==> src/rtl/icache_tag_ctrl.sv <==
// icache_tag_ctrl: 4-way I-cache tag lookup/refill controller that owns the per-way valid bits.
// Optional macro ICACHE_PLRU_EN selects per-set tree pseudo-LRU replacement instead of a global round-robin.
`ifndef I_TAG_WIDTH
`define I_TAG_WIDTH 22
`endif
`ifndef I_INDEX_WIDTH
`define I_INDEX_WIDTH 6
`endif

module icache_tag_ctrl #(
    parameter int unsigned TW = `I_TAG_WIDTH,
    parameter int unsigned IW = `I_INDEX_WIDTH,
    parameter int unsigned OW = 4,
    localparam int unsigned AW = TW + IW + OW
) (
    input  logic          clk,
    input  logic          rst_n,
    input  logic          cpu_req,
    input  logic [AW-1:0] cpu_addr,
    output logic          cpu_ready,
    output logic          cpu_hit,
    output logic [1:0]    cpu_way,
    input  logic          inv,
    output logic          mem_req,
    output logic [AW-1:0] mem_addr,
    input  logic          mem_ack,
    output logic          tr_en,
    output logic          tr_we,
    output logic [IW-1:0] tr_index,
    output logic [1:0]    tr_way,
    output logic [TW-1:0] tr_din,
    input  logic [TW-1:0] tr_dout0,
    input  logic [TW-1:0] tr_dout1,
    input  logic [TW-1:0] tr_dout2,
    input  logic [TW-1:0] tr_dout3
);
    localparam int unsigned NSETS = 1 << IW;

    localparam logic [1:0] IDLE   = 2'd0;
    localparam logic [1:0] LOOKUP = 2'd1;
    localparam logic [1:0] REFILL = 2'd2;
    localparam logic [1:0] WRITE  = 2'd3;

    logic [1:0]     state, state_nxt;
    logic [TW+IW-1:0] areg;
    logic [TW-1:0]  a_tag;
    logic [IW-1:0]  a_idx;
    logic [3:0]     valid [NSETS];
    logic [3:0]     set_valid, hit;
    logic [1:0]     hit_way, free_way, policy_way, victim;
    logic           all_valid, accept;
    logic           unused_offset;

    // The line offset never reaches the tag path.
    assign unused_offset = ^cpu_addr[OW-1:0];

    assign a_tag     = areg[TW+IW-1:IW];
    assign a_idx     = areg[IW-1:0];
    assign set_valid = valid[a_idx];
    assign all_valid = &set_valid;
    assign hit       = set_valid & {tr_dout3 == a_tag, tr_dout2 == a_tag,
                                    tr_dout1 == a_tag, tr_dout0 == a_tag};
    assign hit_way   = hit[0] ? 2'd0 : hit[1] ? 2'd1 : hit[2] ? 2'd2 : 2'd3;
    assign free_way  = !set_valid[0] ? 2'd0 : !set_valid[1] ? 2'd1 :
                       !set_valid[2] ? 2'd2 : 2'd3;

`ifdef ICACHE_PLRU_EN
    logic [2:0] plru [NSETS];
    logic [2:0] tree;
    logic [1:0] acc_way;

    // tree[0] selects the half to evict from; tree[1]/tree[2] select within the left/right pair.
    assign tree       = plru[a_idx];
    assign policy_way = tree[0] ? {1'b1, tree[2]} : {1'b0, tree[1]};
    assign acc_way    = (state == WRITE) ? victim : hit_way;

    always_ff @(posedge clk or negedge rst_n) begin
        if (!rst_n) begin
            plru <= '{default: '0};
        end else if ((state == LOOKUP && |hit) || state == WRITE) begin
            plru[a_idx][0] <= ~acc_way[1];
            if (acc_way[1]) plru[a_idx][2] <= ~acc_way[0];
            else            plru[a_idx][1] <= ~acc_way[0];
        end
    end
`else
    logic [1:0] rr;
    logic       victim_full;

    assign policy_way = rr;

    // Round-robin advances only when the policy (not an invalid way) chose the victim.
    always_ff @(posedge clk or negedge rst_n) begin
        if (!rst_n) begin
            rr          <= 2'd0;
            victim_full <= 1'b0;
        end else begin
            if (state == LOOKUP && !(|hit)) victim_full <= all_valid;
            if (state == WRITE && victim_full) rr <= rr + 2'd1;
        end
    end
`endif

    always_ff @(posedge clk or negedge rst_n) begin
        if (!rst_n) state <= IDLE;
        else        state <= state_nxt;
    end

    always_comb begin
        state_nxt = state;
        accept    = 1'b0;
        cpu_ready = 1'b0;
        cpu_hit   = 1'b0;
        cpu_way   = 2'd0;
        mem_req   = 1'b0;
        mem_addr  = '0;
        tr_en     = 1'b0;
        tr_we     = 1'b0;
        tr_index  = '0;
        tr_way    = 2'd0;
        tr_din    = '0;
        case (state)
            IDLE: begin
                cpu_ready = ~inv;
                if (cpu_req && !inv) begin
                    accept    = 1'b1;
                    state_nxt = LOOKUP;
                end
            end
            LOOKUP: begin
                tr_en    = 1'b1;
                tr_index = a_idx;
                if (|hit) begin
                    cpu_hit   = 1'b1;
                    cpu_way   = hit_way;
                    state_nxt = IDLE;
                end else begin
                    state_nxt = REFILL;
                end
            end
            REFILL: begin
                mem_req  = 1'b1;
                mem_addr = {areg, OW'(0)};
                if (mem_ack) state_nxt = WRITE;
            end
            default: begin
                tr_en     = 1'b1;
                tr_we     = 1'b1;
                tr_index  = a_idx;
                tr_way    = victim;
                tr_din    = a_tag;
                state_nxt = LOOKUP;
            end
        endcase
    end

    // Request address, victim latch and valid bits.
    always_ff @(posedge clk or negedge rst_n) begin
        if (!rst_n) begin
            areg   <= '0;
            victim <= 2'd0;
            valid  <= '{default: '0};
        end else begin
            if (accept) areg <= cpu_addr[AW-1:OW];
            if (state == LOOKUP && !(|hit)) victim <= all_valid ? policy_way : free_way;
            if (state == IDLE && inv)  valid <= '{default: '0};
            else if (state == WRITE)   valid[a_idx][victim] <= 1'b1;
        end
    end

endmodule

==> config.mk <==
export PLATFORM = sky130hd
export DESIGN_NAME = icache_tag_ctrl
export DESIGN_NICKNAME = d
export VERILOG_FILES = /design/src/rtl/icache_tag_ctrl.sv
export SDC_FILE = /design/constraint.sdc
export NUM_CORES = 1
export LEC_CHECK = 0
export CORE_MARGIN = 5
export CORE_UTILIZATION = 45
export CTS_BUF_LIST = sky130_fd_sc_hd__clkbuf_4 sky130_fd_sc_hd__clkbuf_8 sky130_fd_sc_hd__clkbuf_16
export DETAILED_ROUTE_END_ITERATION = 16
export HOLD_SLACK_MARGIN = 0.12
export PLACE_DENSITY = 0.67
export SYNTH_ARGS = -nofsm -noshare
export SYNTH_HDL_FRONTEND = slang
export SYNTH_SLANG_ARGS = --single-unit
==> constraint.sdc <==
create_clock -name clk -period 3.3 [get_ports clk]
set_input_delay 0.66 -clock clk [delete_from_list [all_inputs] [get_ports clk]]
set_output_delay 0.66 -clock clk [all_outputs]
set_load 0.1 [all_outputs]
* After elaboration in Yosys (flattened, before gate mapping)
Index checks and enable logic that the tools add are counted.
** Storage, ports and cells
- Flip-flop bits (word level) :: 291
- Input bits :: 125
- Output and inout port bits :: 69
** Cells by class
- Reduce and logical (&&, ||, !) cells :: 15
- Equality and inequality tests :: 9
- Magnitude comparators :: 4
- Bitwise gates (word level) :: 4
- Add/sub/neg operators :: 1
- Mux-type cells :: 34
** Operators with widths (number)
- $mux 256 :: 2
- $or 256x256->256 :: 1
- $eq 22x22->1 :: 4
- $mux 32 :: 1
- $bmux 4 s6 :: 1
- $demux 4 s6 :: 1
- $mux 2 :: 11
- $mux 22 :: 1
- $mux 4 :: 3
- $mux 1 :: 11
- $ge 7x7->1 const B :: 1
- $lt 7x1->1 const B :: 1
- $not 6->7 :: 1
- $logic_and 1x1->1 :: 6
- $mux 6 :: 1
- $pmux 2 s3 :: 1
- $and 4x4->4 :: 1
- $eq 2x2->1 const B :: 2
- $ne 2x2->1 const B :: 2
- $reduce_and 4->1 :: 1
- $reduce_or 4->1 :: 1
- $lt 2x3->1 const B :: 1
- $reduce_or 3->1 :: 1
- $add 2x1->2 const B :: 1
- other kinds (9) :: 10

* Longest topological paths before layout
- Depth after elaboration :: 10
- Mapped depth :: 12

* Least setup slack after synthesis
OpenSTA, ideal clock, no wires.
- Path kind :: register to output
- From :: reg areg[1]
- To :: out cpu_way[1]
- Stages on the path, launching flop included :: 11
- Arrival :: 4220 ps
- Buffers on the path :: 4
- Data required time :: 2640 ps
- Setup slack :: -1580 ps
- Cell sequence :: dfrtp_1 > buf_4 > buf_4 > buf_6 > buf_2 > a221oi_1 > o22ai_1 > a221o_1 > nor4_1 > nor2b_1 > nor3_1
** On the way
- Word-level cells in the longest chain between the ends :: 9
- Elaborated cells between the ends (all ways) :: 10
- Classes of those cells :: mux (7); bitwise (2); reduce/logical (1)
** Ends and longest elaborated chain
- from (decl) :: line 45 : logic [TW+IW-1:0] areg;
- from (signal assigned) :: line 164 : if (accept) areg <= cpu_addr[AW-1:OW];
- $not 6->7 (implied by the code) * :: line 59 : assign set_valid = valid[a_idx];
- $bmux 4 s6 * :: line 59
- $mux 4 (implied by the code) * (2 in a row) :: line 59
- $and 4x4->4 * :: line 61 : assign hit = set_valid & {tr_dout3 == a_tag, tr_dout2 == a_tag,
- $mux 2 (2 in a row) :: line 63 : assign hit_way = hit[0] ? 2'd0 : hit[1] ? 2'd1 : hit[2] ? 2'd2 : 2'd3;
- $mux 2 * :: line 133 : if (|hit) begin
- $mux 2 * :: line 122 : case (state)
- to (decl) :: line 22 : output logic [1:0] cpu_way,
Mark *: on every way between the ends. The rest lies on a longest branch, timed or not. The select of a mux whose other input is x is not followed.

* Worst setup path after layout
- From :: reg areg[0]
- To :: out cpu_way[0]
** On the way
- Word-level cells in the longest chain between the ends :: 10
- Elaborated cells between the ends (all ways) :: 11
- Classes of those cells :: mux (8); bitwise (2); reduce/logical (1)
** Ends and longest elaborated chain (line)
- $not 6->7 (implied by the code) * :: 59
- $bmux 4 s6 * :: 59
- $mux 4 (implied by the code) * (2 in a row) :: 59
- $and 4x4->4 * :: 61
- $mux 1 :: 63
- $mux 2 (2 in a row) :: 63
- $mux 2 * :: 133
- $mux 2 * :: 122
Marked as above.

==> impl_metrics.yaml <==
sta:
  clock_skew_ps: 13.10
  fin_crit_sh: 1.268
  fmax_ghz: 0.2391
  slew_viol_final: 0
  rsz0062_at_grt: "true"
  setup_viol: 7
  period_needed_ps: 4183
  timing.slew.headroom: 0.5351
  hold_violations: 0
  postLayoutSetupSlackWorst_ps: -883.0
  worst_slew_pin_slew_ps: 697.3
power_and_ir_drop:
  seq_power_share: 0.260
  switching_power_uw: 8127
  ir_drop_uv: 538.6
  p_per_area_nw_per_um2: 898.4
  netSwitchingFraction: 0.4518
  cellLeakagePower_uw: 0.009162
  power_frac_clock: 0.197
  power_frac_comb: 0.543
  power.internal_uw: 9859
synth:
  yosys_warnings: 0
  synth.distinct_cells: 73
  synth_area_sq_um: 14670
  ys_dominant_reg_cell: "dfrtp_1"
  synth.most_common_cell: "nor2_1"
  synthTopCellsByArea: "dfrtp_1 (50%), a21oi_1 (8.4%), nor2_1 (8.3%)"
  postSynthAreaPerCell_sq_um: 9.492
  synth-edff-count: 0
  synth_cells: 1546
  ys_seq_area_frac: 0.4962
  synth_seq_cells: 291
  synth_common_cells: "nor2_1 (325), dfrtp_1 (291), a21oi_1 (247)"
  synth_top_area_frac: 0.4962
  synth-async-reset-ratio: 1.000
  yosys.area.top_type: "dfrtp_1"
status:
  status: "complete, but fails checks"
  violations: "negative setup slack"
worst_setup_path:
  critical_path.slowest_cell: "dfrtp_4"
  required_ps: 2640
  path_cells: "buf_12 -> buf_12 -> mux4_2 -> mux2_2 -> nand2_1 -> nand4_1 -> o31ai_2 -> o2111ai_2 -> o2111a_2 -> buf_12"
  slowest_delay_ps: 510
  worst_r2r_startpoint: "areg[0]$_DFFE_PN0P_"
  arrival_ps: 3520
  path_class: "flip-flop to output port"
  cp_max_fo: 9
  setup.worst_path.start: "areg[0]$_DFFE_PN0P_"
  startpoint_type: "flip-flop"
  critPathTopFamily: "compound AO/OA/AOI/OAI gates"
  cp-end-kind: "output port"
  crit_top_cell: "buf_12"
  ff2ff_setup_slack_ps: -320
  critPathBufInv: 3
clock_network:
  clockBufferDepth: 3
  h-tree-depth: 1
  cts_buffers: 30
  clk_pin_slew_ps: 60
  clock_latency_ps: 570
  cts-root-buf: "clkbuf_16"
  cts_tree: "done"
  numClockSinks: 291
finish:
  area_delta_synth_final_pct: 36.43
  multi_input_area_sq_um: 6985
  utilization: 0.6185
  fin_cells: 2285
  ff_latch_area_sq_um: 7291
  antennaDiodeCount: 0
  drive_above_1_share: 0.2349
  fin_nets: 1951
  nFillCells: 2683
routing:
  totalWireLength_mm: 53.62
  post-route-drc-count: 0
  dr.pass1.iters: 5
  via_per_inst: 5.948
  antenna_left: 0
  dr_total_vias: 13590
  post_drt_wl_per_cell_um: 23.47
  drt-initial-drc-count: 1517
global_route:
  grt_max_degree: 129
  antenna_found_initial: 0
  grt_pass1_vias: 13550
  grt.total_usage: 0.2881
  grt_pass1_wl_mm: 81.85
  globalRouteOverflowTotal: 0
run:
  cap_violations: 0
place:
  dp.cells: 2211
  dpl.hpwl_mm: 38.27
  routabilityCongestion: 0.9401
  numPortBuffers: 185
die:
  rows: 66
  dieHeight_um: 190.6
  start_util: 0.4533
  io_pins: 194
  die-area_sq_um: 36320
  core_sq_um: 32370
  die_w_um: 190.6
worst_hold_path:
  min_path_type: "flip-flop to flip-flop"
  hp-start: "valid[249]$_DFFE_PN0P_"
## placed cells by master, fill, tap and decap left out, types with 19 or more instances in the layout
cell type and count:
a31oi_1 25, nor2_1 317, buf_12 74, a22oi_1 19
xnor2_1 36, mux2i_1 23, and2_1 50, a221oi_1 23
clkdlybuf4s50_1 119, clkbuf_16 31, xor2_1 54, dfrtp_1 288
nand2_1 22, a21oi_1 247, buf_4 181, mux2_2 42
## power groups by stage
stage                     logic, uW  registers [uW]  clock network [uW]
final                          9770            4680                3540
after global routing          10200            4720                3710
after CTS                      9520            4650                3570
after detailed placement       9190            4730                   0
after global placement         9110            4720                   0
after floorplan                5570            4190                   0
## stage by stage
| step | hold slack (ps) | TNS [ps] | setup WS (ps) | cell area [sq um] | total power, uW |
|---|---|---|---|---|---|
| 3_3_place_gp | 471.3 | -2004 | -665.5 | 18610 | 13830 |
| 3_5_place_dp | 474.4 | -2034 | -669.6 | 18610 | 13920 |
| 5_1_grt | 508.3 | -4146 | -935.9 | 20020 | 18590 |
| 4_1_cts | 489.0 | -2474 | -857.8 | 19880 | 17740 |
| 2_1_floorplan | 364.4 | -4550 | -764.9 | 14720 | 9759 |
| 6_report | 486.3 | -3737 | -883.0 | 20020 | 17990 |
## registers in the layout, indices dropped and copies added, names as in the netlist
register / cells
victim_full: 1
victim: 2
policy_way: 2
state: 2
areg: 28
valid: 256
## worst reg2reg max path: stages (launching register included)
cell	delay [ps]
dfrtp_4	510
buf_12	160
buf_12	110
mux4_2	500
mux2_2	290
nand2_1	110
nand4_1	250
o31ai_2	430
o2111ai_2	210
buf_4	190
buf_4	120
buf_4	130
nor2_4	170
mux2_1	340
## worst paths after layout
path | endpoint | cells after the start
setup / recovery | cpu_way[0] | 10
hold / removal | valid[249]$_DFFE_PN0P_ | 2
setup reg to reg | victim[1]$_DFFE_PN0P_ | 13
hold reg to reg | valid[249]$_DFFE_PN0P_ | 2
max in group asynchronous | areg[1]$_DFFE_PN0P_ | 3
min in group asynchronous | areg[25]$_DFFE_PN0P_ | 2
## cells by family after synthesis
logic type | after synthesis | share of synthesized area
compound gates | 401 | 0.1661
other cells | 1 | 0.0002556
buf+inv | 152 | 0.04502
fa+ha+maj | 4 | 0.003411
mux | 80 | 0.06659
flops | 291 | 0.4962
xor+xnor | 90 | 0.05372
simple gates | 527 | 0.1687
## repair_timing
item	4_1_cts	5_1_grt
setup buffers	13	7
endpoints found under the setup margin	6	7
hold buffers	1	0
pin swaps	12	10
gates resized for setup	25	21
endpoints found under the hold margin	72	0
## cell type report
class / count / share of cell area
repair buffers: 382 / 0.2060
clock buffers: 40 / 0.04400
inverters: 11 / 0.002062
well taps: 442 / 0.02762
flip-flops and latches: 291 / 0.3642
multi-input cells: 1106 / 0.3489
clock inverters: 13 / 0.007250
## routing by layer
metal	GRT usage	up-vias	share of wire
li1	-	5962	-
met1	0.3729	6671	0.38
met2	0.4755	817	0.47
met3	0.05932	142	0.10
met4	0.1171	0	0.046
met5	0	-	0
Power figures use the tool's default switching activity.
